## config.mk

```make
export PLATFORM = sky130hd
export DESIGN_NAME = mul_seq_wide
export DESIGN_NICKNAME = d
export VERILOG_FILES = /design/src/rtl/mul_seq_wide.sv
export SDC_FILE = /design/constraint.sdc
export NUM_CORES = 1
export LEC_CHECK = 0
export BUFFER_PORTS_ARGS = -buffer_cell sky130_fd_sc_hd__clkbuf_2
export CAP_MARGIN = 40
export CORE_MARGIN = 3
export CORE_UTILIZATION = 60
export DETAILED_ROUTE_END_ITERATION = 10
export PLACE_DENSITY = 0.8
export SETUP_SLACK_MARGIN = 0.4
export SKIP_CTS_REPAIR_TIMING = 1
export SYNTH_ARGS = -nofsm -noshare
export SYNTH_HDL_FRONTEND = slang
export SYNTH_SLANG_ARGS = --single-unit
```

## constraint.sdc

```tcl
create_clock -name CLK -period 10.5 [get_ports CLK]
set_clock_uncertainty 0.2 [all_clocks]
set_input_delay 1.575 -clock CLK [delete_from_list [all_inputs] [get_ports CLK]]
set_output_delay 1.575 -clock CLK [all_outputs]
set_load 0.005 [all_outputs]
```

## src/rtl/mul_seq_wide.sv

```systemverilog
// mul_seq_wide: radix-2^RDX sequential shift-add multiplier with a full
// 2*LEN-bit product, per-operation signed/unsigned mode, early termination
// once the remaining multiplier digits are all zero, and a BUSY/DONE handshake.
//
// Ports:
//   CLK    in   1        clock, rising edge
//   RST    in   1        synchronous active-high reset, highest priority
//   START  in   1        request; accepted in IDLE or DONE, ignored in RUN
//   SIGNED in   1        1 = two's-complement operands (latched with START)
//   A      in   LEN      multiplicand (latched with START)
//   B      in   LEN      multiplier (latched with START)
//   BUSY   out  1        high while in RUN
//   DONE   out  1        high while in DONE; P is valid
//   P      out  2*LEN    registered product
module mul_seq_wide #(
  parameter int LEN = 16,
  parameter int RDX = 4
) (
  input  logic             CLK,
  input  logic             RST,
  input  logic             START,
  input  logic             SIGNED,
  input  logic [LEN-1:0]   A,
  input  logic [LEN-1:0]   B,
  output logic             BUSY,
  output logic             DONE,
  output logic [2*LEN-1:0] P
);

  typedef enum logic [1:0] {
    S_IDLE = 2'd0,
    S_RUN  = 2'd1,
    S_DONE = 2'd2
  } state_t;

  state_t           state_q;
  logic [2*LEN-1:0] mag_a_q;
  logic [LEN-1:0]   mag_b_q;
  logic             neg_q;
  logic [2*LEN-1:0] acc_q;
  logic [2*LEN-1:0] p_q;
  logic             busy_q;
  logic             done_q;

  // Operand magnitudes at accept time. -2^(LEN-1) negates to itself, which
  // read as unsigned is exactly its magnitude.
  logic [LEN-1:0]   mag_a_in;
  logic [LEN-1:0]   mag_b_in;
  logic             neg_in;
  logic             zero_in;

  // One RUN step.
  logic [2*LEN-1:0] acc_d;
  logic [2*LEN-1:0] mag_a_d;
  logic [LEN-1:0]   mag_b_d;
  logic [2*LEN-1:0] p_d;

  always_comb begin
    mag_a_in = A;
    mag_b_in = B;
    if (SIGNED && A[LEN-1]) mag_a_in = ~A + {{(LEN-1){1'b0}}, 1'b1};
    if (SIGNED && B[LEN-1]) mag_b_in = ~B + {{(LEN-1){1'b0}}, 1'b1};
    neg_in  = SIGNED & (A[LEN-1] ^ B[LEN-1]);
    zero_in = (mag_a_in == '0) || (mag_b_in == '0);
  end

  always_comb begin
    acc_d   = acc_q + mag_a_q * {{(2*LEN-RDX){1'b0}}, mag_b_q[RDX-1:0]};
    mag_a_d = mag_a_q << RDX;
    mag_b_d = mag_b_q >> RDX;
    p_d     = neg_q ? (~acc_d + {{(2*LEN-1){1'b0}}, 1'b1}) : acc_d;
  end

  always_ff @(posedge CLK) begin
    if (RST) begin
      state_q <= S_IDLE;
      mag_a_q <= '0;
      mag_b_q <= '0;
      neg_q   <= 1'b0;
      acc_q   <= '0;
      p_q     <= '0;
      busy_q  <= 1'b0;
      done_q  <= 1'b0;
    end else begin
      case (state_q)
        S_IDLE, S_DONE: begin
          if (START) begin
            mag_a_q <= {{LEN{1'b0}}, mag_a_in};
            mag_b_q <= mag_b_in;
            neg_q   <= neg_in;
            acc_q   <= '0;
            if (zero_in) begin
              // Zero operand: skip RUN entirely, result is 0 regardless of sign.
              state_q <= S_DONE;
              p_q     <= '0;
              busy_q  <= 1'b0;
              done_q  <= 1'b1;
            end else begin
              state_q <= S_RUN;
              busy_q  <= 1'b1;
              done_q  <= 1'b0;
            end
          end
        end
        S_RUN: begin
          acc_q   <= acc_d;
          mag_a_q <= mag_a_d;
          mag_b_q <= mag_b_d;
          // Exit as soon as no significant multiplier digits remain.
          if (mag_b_d == '0) begin
            state_q <= S_DONE;
            p_q     <= p_d;
            busy_q  <= 1'b0;
            done_q  <= 1'b1;
          end
        end
        default: begin
          state_q <= S_IDLE;
          busy_q  <= 1'b0;
          done_q  <= 1'b0;
        end
      endcase
    end
  end

  assign BUSY = busy_q;
  assign DONE = done_q;
  assign P    = p_q;

endmodule
```

**Word-level counts from Yosys, hierarchy flattened**

Cells that the tools add are included.

- Input bits: 36
- Output and inout port bits: 34
- Flip-flop bits (word level): 117
- Word-level logic and storage cells: 61

- Multipliers: 1
- Add/subtract/negate cells: 4
- Equal/unequal tests: 5
- Reduce and logical (&&, ||, !) cells: 13
- Bitwise gates (word level): 5
- Muxes and demuxes: 25

Operators with widths:

| operator | number |
|---|---|
| $mux 32 | 6 |
| $pmux 32 s2 | 3 |
| $logic_not 16->1 | 3 |
| $mux 16 | 3 |
| $add 16x1->16 const B | 2 |
| $add 32x1->32 const B | 1 |
| $add 32x32->32 | 1 |
| $mul 32x4->32 | 1 |
| $not 16->16 | 2 |
| $not 32->32 | 1 |
| $pmux 16 s2 | 1 |
| $mux 1 | 6 |
| $mux 2 | 3 |
| $ne 2x2->1 const B | 3 |
| $reduce_and 2->1 | 3 |
| $pmux 1 s2 | 2 |
| $pmux 2 s2 | 1 |
| $reduce_and 4->1 | 1 |
| $eq 2x1->1 const B | 1 |
| $eq 2x2->1 const B | 1 |
| $logic_and 1x1->1 | 2 |
| $logic_not 2->1 | 1 |
| $reduce_bool 2->1 | 1 |
| $reduce_or 2->1 | 1 |
| 3 further kinds | 3 |

**Depth between registers and ports, before layout**

- Depth in word-level cells: 8
- Gate-level depth with buffers: 20
- Mapped depth without buffers: 18

**Least setup slack after synthesis**

Ideal clock, no wire load.

- Kind: register -> register
- From: register mag_b_q[3]
- To: register p_q[31], in the netlist P[31]
- Stages on the path, launching flop included: 21
- Library setup time: 117 ps
- Clock period less this slack: 5416 ps
- Arrival time: 5099 ps
- Data required time: 10183 ps
- Setup slack: 5084 ps
- Cells stage by stage: dfxtp_1 > clkbuf_1 > clkbuf_1 > and2_1 > fa_1 > fa_1 > inv_1 > fa_1 > inv_1 > ha_1 > buf_2 > and4_1 > nor3b_1 > o211ai_1 > and3_1 > and2_1 > xnor2_1 > or4b_4 > o31ai_1 > xnor2_1 > a22o_1

- Word-level cells in the longest chain between the ends: 7

Ends and longest elaborated chain:

| item | RTL line | source |
|---|---|---|
| start, declared | 38 | `logic [LEN-1:0] mag_b_q;` |
| start signal, assigned | 89 | `mag_b_q <= mag_b_in;` |
| start signal, assigned | 108 | `mag_b_q <= mag_b_d;` |
| $mul 32x4->32 * | 68 | `acc_d = acc_q + mag_a_q * {{(2*LEN-RDX){1'b0}}, mag_b_q[RDX-1:0]};` |
| $add 32x32->32 * | 68 |  |
| $not 32->32 | 71 | `p_d = neg_q ? (~acc_d + {{(2*LEN-1){1'b0}}, 1'b1}) : acc_d;` |
| $add 32x1->32 | 71 |  |
| $mux 32 * | 71 |  |
| $mux 32 * | 110 | `if (mag_b_d == '0) begin` |
| $pmux 32 s2 * | 85 | `case (state_q)` |
| end signal, assigned | 112 | `p_q <= p_d;` |
| end, declared | 41 | `logic [2*LEN-1:0] p_q;` |

Mark *: on every way between the ends. The rest lies on a longest branch, timed or not. The select of a mux whose other input is x is not followed.
A chain may end at the register's enable or synchronous reset.

**Final worst setup path**

- From: register mag_b_q[2]
- To: register p_q[27], in the netlist P[27]

The elaborated chain is that of the path after synthesis.

==> results.md <==
* Reg2Reg Depth at 17
* Min cycle time layout at roughly 6.3 ns
* Fmax at between 150 and 200 MHz
* IO Port Bufs at slightly below 70
* Gr usage total at 28.0%
* Delay-heaviest family, CP: simple AND/OR/NAND/NOR gates
* Dpl hpwl at approximately 20000 um
* Area Growth Syn to Fin at 9.62%
* Drt initial violations at ~970
* Vert. Die Dim at ~140 um
* Via/cell ratio at a little under 6
* Vias in the first global route at a little over 9000
* Slack of the worst reg-to-reg path at around 4.2 ns
* Vias at between 9000 and 10000
* Skew-Pair Late Insertion Delay at between 0.4 and 0.5 ns
* Core box area at 16900 um2
* Hold crit path type: reg -> reg
* Drt first pass iters at 6
* Residual DRC count at 0
* Final setup viols at 0
* Starting Density at a little over three fifths
* Dpl cells at roughly 1600
* Sequential area share after synthesis at between 20% and 30%
* Worst r2r src: mag_b_q[2]$_SDFFE_PP0P_
* Synth async-reset ratio at 0%
* CP Launch Point: mag_b_q[2]$_SDFFE_PP0P_
* Initial antenna violation count at 0
* Max Cap Viol at 0
* Hold Vio Cnt, Final at 0
* CP Launch Type: flop
* Max VDD drop at 0.0978 mV
* Root buffer cell: clkbuf_16
* Pwr Total at approximately 1300 uW
* Synth cell types at 73
* Crit-path max FO at 31
* Layout Cells excl Fill at ~1600
* Most used flip-flop cell after synthesis: dfxtp_1
* Tcrit/Tclk final at between 50% and 60%
* RSZ-0062 raised after global routing: no
* Count of pins over their slew limit at 0
* Post-Synthesis Cells at around 1300
* Worst Hold Endpoint: P[29]$_SDFFE_PP0P_
* GPL Wtd Cong at ~0.95
* Post-Syn Area at between 10000 and 15000 um2
* Outcome: finished, final reports clean
* Final ANT Viol Nets at 0
* Mean Syn Cell Area at 8.00 um2
* Crit path capture type: flop
* Max stage delay cell, worst path: dfxtp_1
* Share of cells above drive strength 1 at 10.2%
* Worst Path Class, Setup: reg -> reg
* Largest net degree at the start of global routing at 85
* # H-tree levels at 4
* Hold depth at 2
* Layout Nets at 1511
* Routed WL at between 20000 and 30000 um
* First-pass GRT wire length at 45300 um
* Clock tree buffer depth at 2
* Diode count at 0
* Row count at between 40 and 50
* R2r endpoint: P[27]$_SDFFE_PP0P_
* WP data arrival at 6.40 ns
* Pwr dens at roughly 110 nW/um2
* Number of synthesized flops with an enable pin at 0
* CTS tree: built
* CTS Sinks at 115
* Num ports at 70
* Rel. slew slack at just under 40%
* Synthesized net count at 1482
* Worst Hold Launch: P[29]$_SDFFE_PP0P_
* WP data required at about 11 ns
* Die X at ~140 um
* Die Area at about 19000 um2
* LEAKAGE at ~0.0051 uW
* #FFs+latches synth at about 120
* Setup TNS at 0 ns
* GR Overflow Total at 0
* CTS buffer count at 17
* CP max stage delay at just over 0.9 ns
* CTS clk-pin slew, worst paths at around 0.06 ns
* Synth warn at 0
* CP cell instances: and2_1 > fa_1 > fa_1 > inv_1 > fa_1 > inv_1 > ha_1 > nand2_1 > o31ai_4 > xor2_1 > nor4_2 > nand4b_1 > nor4b_2 > nand3_1 > o31ai_1 > xor2_1 > o21ai_0
* Fillers at ~1400
* Measured slew at the worst slew-check pin at 0.922 ns
* CP most frequent cell: fa_1
* Wirelength per Cell at around 17 um
* Crit path buf inv count at 2
[power breakdown]
part	total (uW)	switching [uW]	leakage (uW)	internal, uW
logic	248	161	0.00386	87.3
clock network	575	236	0.000281	338
registers	476	24.5	0.000932	451
[metal layers]
layer / vias to the layer above / wire [um] / track usage, %
li1: 4516 / - / -
met1: 4462 / 12300 / 40.0
met2: 368 / 12000 / 44.2
met3: 47 / 1790 / 4.10
met4: 0 / 557 / 8.55
met5: - / 0 / 0
[stage by stage]
stage / hold WS [ns] / util (%) / setup slack [ns] / instance area, um2
2_1_floorplan: 0.242 / - / 5.08 / 10600
3_5_place_dp: 0.244 / 65.0 / 4.25 / 11000
5_1_grt: 0.275 / 68.5 / 3.82 / 11600
3_3_place_gp: 0.235 / 64.9 / 4.42 / 11000
6_report: 0.248 / 68.5 / 4.21 / 11600
4_1_cts: 0.255 / 68.5 / 4.23 / 11600
[worst min-delay path: stages (launching register included)]
cell	delay, ns
dfxtp_1	0.31
nand2_1	0.05
o21ai_1	0.05
[cells by family after synthesis]
logic type	Yosys count	share of synthesized area, %
simple gates	465	22.4
compound gates	310	19.9
buf+inv	226	8.25
fa+ha+maj	124	20.8
flops	115	21.8
xor+xnor	79	6.54
mux	3	0.308
[worst max-delay path by stage]
stage                               endpoint  cells past startpoint  slack, ns
after global routing      P[30]$_SDFFE_PP0P_                     17       3.82
after CTS                 P[27]$_SDFFE_PP0P_                     17       4.23
final                     P[27]$_SDFFE_PP0P_                     17       4.21
after floorplan           P[31]$_SDFFE_PP0P_                     20       5.08
after global placement    P[25]$_SDFFE_PP0P_                     17       4.42
after detailed placement  P[27]$_SDFFE_PP0P_                     17       4.25
[cell usage after synthesis, types with 9 or more instances]
cell type	number	area share, %
a221oi_1	10	0.83
nand2b_1	12	0.71
nor2_1	141	5.0
inv_1	158	5.6
nand2_1	103	3.7
a21oi_1	76	3.6
nand4_1	10	0.59
nor3_1	15	0.71
a22oi_1	76	5.4
dfxtp_1	115	22
and2_1	112	6.6
a21o_1	10	0.71
xnor2_1	54	4.5
ha_1	38	4.5
fa_1	86	16
o21ai_0	50	2.4
xor2_1	25	2.1
o31ai_1	13	0.92
or3_1	9	0.53
clkbuf_1	58	2.1
[placed cells by master, fill, tap and decap left out, types with 8 or more instances in the layout]
cell	count
a22oi_1	76
a21o_1	10
clkbuf_2	68
nand2_1	103
o31ai_1	13
nand4_1	10
a221oi_1	10
clkbuf_16	17
dfxtp_1	115
o21a_1	8
and2_1	112
fa_1	86
or3_1	9
a211oi_1	8
nor3_1	15
o21ai_0	50
nor4_1	8
inv_1	158
xnor2_1	54
a21oi_1	76
ha_1	38
nand3_1	8
nand2b_1	12
nor2_1	140
buf_4	8
xor2_1	25
[layout make-up]
| class | instances | area, um2 | share of cell area, % |
|---|---|---|---|
| inverters | 158 | 593 | 5.12 |
| repair buffers | 78 | 427 | 3.68 |
| well taps | 220 | 275 | 2.37 |
| clock buffers | 18 | 439 | 3.79 |
| flip-flops and latches | 115 | 2300 | 19.9 |
| clock inverters | 14 | 140 | 1.21 |
| multi-input cells | 981 | 7420 | 64.0 |
[sequential cells by signal, indices dropped and copies added, names as in the netlist]
name and cells:
P 32, acc_q 32, mag_a_q 32, mag_b_q 16
neg_q 1, state_q 2
(Power assumes the default switching activity.)
